`src/rtl/store_buffer.sv`:
```
// Write-posting store buffer between the CPU data port and data memory; loads win the port, stores drain in idle cycles.
// Define STORE_BUFFER_FWD_EN to serve loads from the youngest matching buffered store instead of stalling on the hazard.
module store_buffer #(
   parameter int DEPTH = 4
) (
   input  logic                   clk,
   input  logic                   reset,
   input  logic [31:0]            cpu_a,
   input  logic                   cpu_we,
   input  logic                   cpu_re,
   input  logic [31:0]            cpu_wd,
   output logic [31:0]            cpu_rd,
   output logic                   stall,
   output logic [31:0]            mem_a,
   output logic                   mem_we,
   output logic [31:0]            mem_wd,
   input  logic [31:0]            mem_rd,
   input  logic                   mem_ready,
   output logic [$clog2(DEPTH):0] count,
   output logic                   empty
);

   localparam int PW = $clog2(DEPTH);
   localparam int CW = PW + 1;

   logic [29:0]   addr_q [DEPTH];
   logic [31:0]   data_q [DEPTH];
   logic [PW-1:0] head_q;
   logic [PW-1:0] tail_q;
   logic [CW-1:0] count_q;

   logic          full;
   logic          hit;
   logic [PW-1:0] idx;
   logic          hazard;
   logic          load_ok;
   logic          load_phase;
   logic          drain;
   logic          push;
   logic          pop;

   // Handshake: cpu_we/cpu_re are held by the CPU while stall=1 and are accepted on the first
   // edge with stall=0; mem_ready=1 completes whatever access mem_a/mem_we present at that edge.

   assign full  = (count_q == CW'(DEPTH));
   assign count = count_q;
   assign empty = (count_q == '0);

`ifdef STORE_BUFFER_FWD_EN
   logic [31:0] hit_data;
`endif

   // Scan oldest to youngest so the last match seen is the youngest entry.
   always_comb begin
      hit = 1'b0;
      idx = '0;
`ifdef STORE_BUFFER_FWD_EN
      hit_data = '0;
`endif
      for (int k = 0; k < DEPTH; k++) begin
         idx = head_q + PW'(k);
         if ((CW'(k) < count_q) && (addr_q[idx] == cpu_a[31:2])) begin
            hit = 1'b1;
`ifdef STORE_BUFFER_FWD_EN
            hit_data = data_q[idx];
`endif
         end
      end
   end

`ifdef STORE_BUFFER_FWD_EN
   assign hazard  = 1'b0;
   assign load_ok = hit || mem_ready;
   assign cpu_rd  = cpu_re ? (hit ? hit_data : mem_rd) : 32'd0;
`else
   // A matching buffered store must reach memory before the load may read it.
   assign hazard  = cpu_re && hit;
   assign load_ok = !hazard && mem_ready;
   assign cpu_rd  = cpu_re ? mem_rd : 32'd0;
`endif

   assign load_phase = cpu_re && !hazard;
   assign drain      = !load_phase && !empty;
   assign pop        = drain && mem_ready;
   assign stall      = (cpu_we && full && !pop) || (cpu_re && !load_ok);
   assign push       = cpu_we && !stall;

   always_comb begin
      mem_a  = cpu_a;
      mem_we = 1'b0;
      mem_wd = 32'd0;
      if (drain) begin
         mem_a  = {addr_q[head_q], 2'b00};
         mem_we = 1'b1;
         mem_wd = data_q[head_q];
      end
   end

   always_ff @(posedge clk) begin
      if (reset) begin
         head_q  <= '0;
         tail_q  <= '0;
         count_q <= '0;
      end else begin
         if (push) tail_q <= tail_q + PW'(1);
         if (pop)  head_q <= head_q + PW'(1);
         case ({push, pop})
            2'b10:   count_q <= count_q + CW'(1);
            2'b01:   count_q <= count_q - CW'(1);
            default: count_q <= count_q;
         endcase
      end
   end

   // Entry payload needs no reset; occupancy is tracked by head/count.
   always_ff @(posedge clk) begin
      if (push && !reset) begin
         addr_q[tail_q] <= cpu_a[31:2];
         data_q[tail_q] <= cpu_wd;
      end
   end

endmodule

```
`config.mk`:
```
export PLATFORM = sky130hd
export DESIGN_NAME = store_buffer
export DESIGN_NICKNAME = d
export VERILOG_FILES = /design/src/rtl/store_buffer.sv
export SDC_FILE = /design/constraint.sdc
export NUM_CORES = 1
export LEC_CHECK = 0
export CAP_MARGIN = 0
export CORE_MARGIN = 1
export CORE_UTILIZATION = 59
export DETAILED_ROUTE_END_ITERATION = 6
export MAX_ROUTING_LAYER = met4
export PLACE_DENSITY = 0.85
export RECOVER_POWER = 50
export SYNTH_ARGS = -nofsm -noshare
export SYNTH_HDL_FRONTEND = slang
export SYNTH_SLANG_ARGS = --single-unit
```
`constraint.sdc`:
```
create_clock -name clk -period 15 [get_ports clk]
set_input_delay 2.25 -clock clk [delete_from_list [all_inputs] [get_ports clk]]
set_output_delay 2.25 -clock clk [all_outputs]
set_load 0.005 [all_outputs]
```
======== Yosys cells after proc, flatten, opt, wreduce, memory -nomap -nowiden ========
Memories as Yosys holds them, arrays and structs flattened. A register that Yosys moved wholly into a read port is not among the register bits.
Cells that the tools add are included.
cells by class
  mux-type cells .......................... 15
  $add $sub $neg .......................... 6
  equality and inequality tests ........... 7
  magnitude comparators ................... 4
  reduce and logical (&&, ||, !) cells .... 24
operators with widths
  cell                                                        number
  == test 30 bit                                              4
  2-to-1 mux 32 bit                                           3
  logical AND 1 bit                                           14
  2-to-1 mux 2 bit                                            4
  zero test 1 bit                                             7
  2-to-1 mux 1 bit                                            7
  less-than comparator 1 x 3 -> 1 bit (first input constant)  2
  less-than comparator 2 x 3 -> 1 bit (first input constant)  2
  case mux 3 bit (2 select lines)                             1
  adder 2 x 1 -> 2 bit (second input constant)                2
  adder 2 bit (second input constant)                         2
  adder 3 x 1 -> 3 bit (second input constant)                1
  == test 3 bit (second input constant)                       1
  zero test 3 bit                                             1
  subtractor 3 x 1 -> 3 bit (second input constant)           1
  == test 2 x 1 -> 1 bit (second input constant)              1
  == test 2 bit (second input constant)                       1
  nonzero test 2 bit                                          1
  logical OR 1 bit                                            1
storage, ports and cells
  memories kept ........................... 2
  output and inout port bits .............. 102
  register bits ........................... 7
  bits in writable memories ............... 248
  bits of input ports ..................... 101
memory list
  name    words  width  rd ports  clocked after Yosys merged registers in  write ports  RTL line  source
  data_q  4      32     1         1                                        1            27        logic [31:0] data_q [DEPTH];
  addr_q  4      30     4         1                                        1            26        logic [29:0] addr_q [DEPTH];

======== Depth between registers and ports, before layout ========
An unclocked memory read counts as a cell.
  word-level depth ........................ 21
  gate-level depth with buffers ........... 19
  gate-level depth less buffers ........... 15

======== Least setup slack after synthesis ========
OpenSTA, ideal clock, no wires.
  path kind ............................... in2reg
  start point ............................. in cpu_a[21]
  end point ............................... mem addr_q[0][0] (enable)
  arrival time ............................ 9878 ps
  setup time .............................. 657 ps
  setup slack ............................. 4465 ps
  data required time ...................... 14343 ps
  stages on the path ...................... 8
  path through ............................ buf_1 -> a221oi_1 -> o2111ai_1 -> or4_1 -> a2111o_1 -> o41a_1 -> a41oi_1 -> nor4b_1
on the way
  longest elaborated chain between the ends .. 20
ends and longest elaborated chain
  what                                        RTL line  source
  from (decl)                                 8         input logic [31:0] cpu_a,
  == test 30 bit                              62        if ((CW'(k) < count_q) && (addr_q[idx] == cpu_a[31:2])) begin
  logical AND 1 bit                           62
  2-to-1 mux 1 bit (3 in a row)               62
  2-to-1 mux 1 bit (*)                        62
  logical AND 1 bit (*)                       77        assign hazard = cpu_re && hit;
  zero test 1 bit (*)                         78, 82
  logical AND 1 bit                           82        assign load_phase = cpu_re && !hazard;
  zero test 1 bit                             83        assign drain = !load_phase && !empty;
  [... 2 more ...]                            n/a
  zero test 1 bit                             85        assign stall = (cpu_we && full && !pop) || (cpu_re && !load_ok);
  logical AND 1 bit                           85
  logical OR 1 bit (*)                        85
  zero test 1 bit (*)                         86        assign push = cpu_we && !stall;
  logical AND 1 bit (*)                       86
  logical AND 1 bit (*)                       117       if (push && !reset) begin
  2-to-1 mux 1 bit (*)                        117
  2-to-1 mux 1 bit (not written as such) (*)  118       addr_q[tail_q] <= cpu_a[31:2];
  to (decl)                                   26
Mark *: on every way between the ends. The rest lies on a longest branch, timed or not.

======== Worst setup path in the final report ========
  start point ............................. reg head_q[0]
  end point ............................... out mem_a[3]
on the way
  longest elaborated chain between the ends .. 13
ends and longest elaborated chain
  what                           RTL line  source
  from (decl)                    28        logic [PW-1:0] head_q;
  from (signal assigned)         106       if (pop) head_q <= head_q + PW'(1);
  adder 2 x 1 -> 2 bit           61        idx = head_q + PW'(k);
  memory read (4 x 30 bit) (*)   n/a
  == test 30 bit                 62
  logical AND 1 bit              62
  2-to-1 mux 1 bit (2 in a row)  62
  2-to-1 mux 1 bit (*)           62
  logical AND 1 bit (*)          77
  zero test 1 bit (*)            82
  logical AND 1 bit (*)          82
  zero test 1 bit (*)            83
  logical AND 1 bit (*)          83
  2-to-1 mux 32 bit (*)          92        if (drain) begin
  to (decl)                      14        output logic [31:0] mem_a,
Marks and branches as above.

==> impl_metrics.tcl <==
set metrics [dict create \
    ir_drop_mv 0.1234 \
    setup_tns_ps 0 \
    clkTransAtPathRegs_ps 60 \
    fmax_ghz 0.08903 \
    wl_met3_um 3156 \
    synth_mux_area_frac 0.2507 \
    timing.final.crit_share 0.7488 \
    cts_resized 0 \
    async_flop_share 0 \
    syn_inst 934 \
    min_path_cells 2 \
    grt_pass1_vias 8898 \
    dp.cells 1384 \
    leakagePower_nw 5.257 \
    startpoint_type "register" \
    ys_top_cells_by_area "edfxtp_1 53%, mux4_2 17%, mux2i_1 5.9%" \
    start_util 0.6025 \
    cts_hold_buffers 0 \
    ys_warn_count 0 \
    fin_hold_ws_ps 521.2 \
    final_layout_size_suffix_gt1_frac 0.1634 \
    wl_um 35550 \
    area_growth_pct 21.15 \
    synthXorXnorAreaFrac 0.06730 \
    worstMarginPinSlew_ps 4322 \
    ys_seq_elements 257 \
    yosys.area_share.simple 0.06351 \
    cp-end-kind "output port" \
    synthAdderAreaFrac 0.007939 \
    p_per_area_nw_per_um2 107.5 \
    finalSetupViolations 0 \
    grt_max_degree 63 \
    fin_nets 1204 \
    rrSetupSlack_ps 4850 \
    numCtsBuffers 27 \
    dp_slack_ps 6355 \
    cap_violations 4 \
    drt_iter0_drc 752 \
    dpl.hpwl_um 23180 \
    die_area_um2 24670 \
    core_area_um2 23540 \
    worstSetupPathType "reg -> out" \
    reg2reg_from "head_q[0]$_SDFFE_PP0P_" \
    yosysTopAreaCellShare 0.5250 \
    cts_tree "yes" \
    ys_seq_area_frac 0.5377 \
    crit_start "head_q[0]$_SDFFE_PP0P_" \
    synth_fp_nets 1044 \
    netlist_area_um2 14180 \
    io_buffer_count 202 \
    htreeDepth 1 \
    cts.sinks 257 \
    drt_first_pass_iters 5 \
    gp_congestion 0.9049 \
    worstPathArrival_ps 8980 \
    synth-compound-area-share 0.04296 \
    syn_area_per_cell_um2 15.19 \
    routed-wl-met2_um 17630 \
    grtUsageTotal 0.3049 \
    setup_ws_ps 3768 \
    period_needed_ps 11230 \
    slew_viol_final 236 \
    antenna_found_initial 2 \
    wl_per_cell_um 24.78 \
    vias_per_cell 6.353 \
    rows 56 \
    wl_met1_um 13870 \
    synth_area_leader_cell "edfxtp_1" \
    instances_no_fill 1435 \
    grt_overflow 0 \
    required_ps 12750 \
    rsz0062_at_grt "false" \
    synth_edf_count 248 \
    synth_top_family_by_area "multiplexers" \
    insertion_delay_ps 540 \
    drc 0 \
    clock_skew_ps 26.10 \
    violations "max-capacitance violations, max-slew violations" \
    synthFlopType "edfxtp_1" \
    grt_pass1_wl_um 53630 \
    cts_root_buf "clkbuf_16" \
    worstPathMaxFanout 49 \
    yosysUniqueCellTypes 59 \
    relSlewSlack -1.881 \
    clockBufferDepth 3 \
    top_layer "met4" \
    outcome "finished, violations left" \
    post-cts-setup-buffers 0 \
    pin_count 203 \
    die_x_um 157.1 \
    reg2reg_depth 11 \
    die-height_um 157.1 \
    setup.worst_path.end "mem_a[3]" \
    hold_viol 0 \
    drtAntennaViolNets 0 \
    routed-via-count 9116 \
    hold_class "reg -> reg" \
    r2r_end "addr_q[1][17]$_DFFE_PP_" \
]
layer usage:
| metal | vias to the layer above | track usage |
|---|---|---|
| met5 | - | - |
| met4 | 0 | 0.08507 |
| met3 | 60 | 0.04736 |
| met2 | 494 | 0.4923 |
| met1 | 4565 | 0.4060 |
| li1 | 3997 | - |
cells in the mapped netlist (6+ instances only):
master and number:
xor2_1 17, xnor2_1 92, inv_1 11, mux2_1 6, and2_1 37, edfxtp_1 248
nor3_1 7, mux2_2 28, nor2_1 20, dfxtp_1 9, mux4_2 104, a21oi_1 11
nand2_1 19, nand4_1 16, clkbuf_1 45, buf_2 12, nor2b_1 35, buf_4 6
ha_1 9, o21ai_0 21, mux2i_1 83, buf_1 13
cell families (layout without fill, tap and decap cells):
kind of cell    count (synthesis)  after routing
compound gates                 86             86
xor+xnor                      109            109
fa+ha+maj                       9              9
buf+inv                        93            273
flops                         257            257
mux                           221            221
other cells                     0              2
simple gates                  159            159
stage by stage:
stage            util  power, W  instance area, µm²
2_1_floorplan       -  0.001045               14180
3_3_place_gp   0.6940  0.001188               16340
3_5_place_dp   0.6940  0.001194               16340
4_1_cts        0.7314  0.001858               17220
5_1_grt        0.7300  0.001911               17190
6_report       0.7300  0.001847               17190
flip-flops by register name, summed over array words and instances (netlist names), named ones only:
signal	cells
tail_q	2
count	3
addr_q	120
data_q	128
head_q	2
report_power, final:
part | leakage (nW) | internal (W) | switching [W] | total (W)
logic | 2.50 | 0.000191 | 0.000161 | 0.000353
registers | 2.32 | 0.000806 | 0.0000212 | 0.000828
clock network | 0.435 | 0.000398 | 0.000269 | 0.000667
total | 5.26 | 0.00140 | 0.000451 | 0.00185
cell type report:
cell class,count,area [µm²]
sequential,257,7639
fill,1470,6357
inverter,12,45.04
clock inverter,17,186.4
timing repair buffer,212,2082
tap,319,399.1
multi-input combinational,584,6135
clock buffer,32,694.4
antenna,2,5.005
critical path: stages (launching register included):
cell and delay (ps):
dfxtp_1 1030, buf_4 780, clkbuf_1 2230, mux2i_1 640, xnor2_1 420, a211oi_1 110, o22ai_1 230, a2111o_1 150
o41a_1 200, a41o_1 1070, buf_4 630, mux2_2 410, clkdlybuf4s50_1 470
worst min-delay path by stage:
stage	from	endpoint	slack, ps
final	tail_q[1]$_SDFFE_PP0P_	tail_q[1]$_SDFFE_PP0P_	520
after global routing	tail_q[1]$_SDFFE_PP0P_	tail_q[1]$_SDFFE_PP0P_	560
after CTS	tail_q[1]$_SDFFE_PP0P_	tail_q[1]$_SDFFE_PP0P_	520
after detailed placement	tail_q[1]$_SDFFE_PP0P_	tail_q[1]$_SDFFE_PP0P_	520
after global placement	tail_q[1]$_SDFFE_PP0P_	tail_q[1]$_SDFFE_PP0P_	500
after floorplan	tail_q[1]$_SDFFE_PP0P_	tail_q[1]$_SDFFE_PP0P_	480
cell usage in the layout, fill, tap and decap left out, types with 6 or more instances in the layout:
cell and n:
clkdlybuf4s50_1 136, and2_1 37, mux2i_1 83, mux2_1 7, nor2b_1 35, buf_4 6
nor2_1 20, dfxtp_1 6, dlygate4sd3_1 66, clkinv_1 6, edfxtp_1 248, clkbuf_1 9
ha_1 9, mux2_2 27, mux4_2 104, nor3_1 7, a21oi_1 11, clkinv_2 6
o21ai_0 21, xnor2_1 92, inv_1 11, nand2_1 19, nand4_1 16, clkbuf_16 27
xor2_1 17
(Power assumes the default switching activity.)
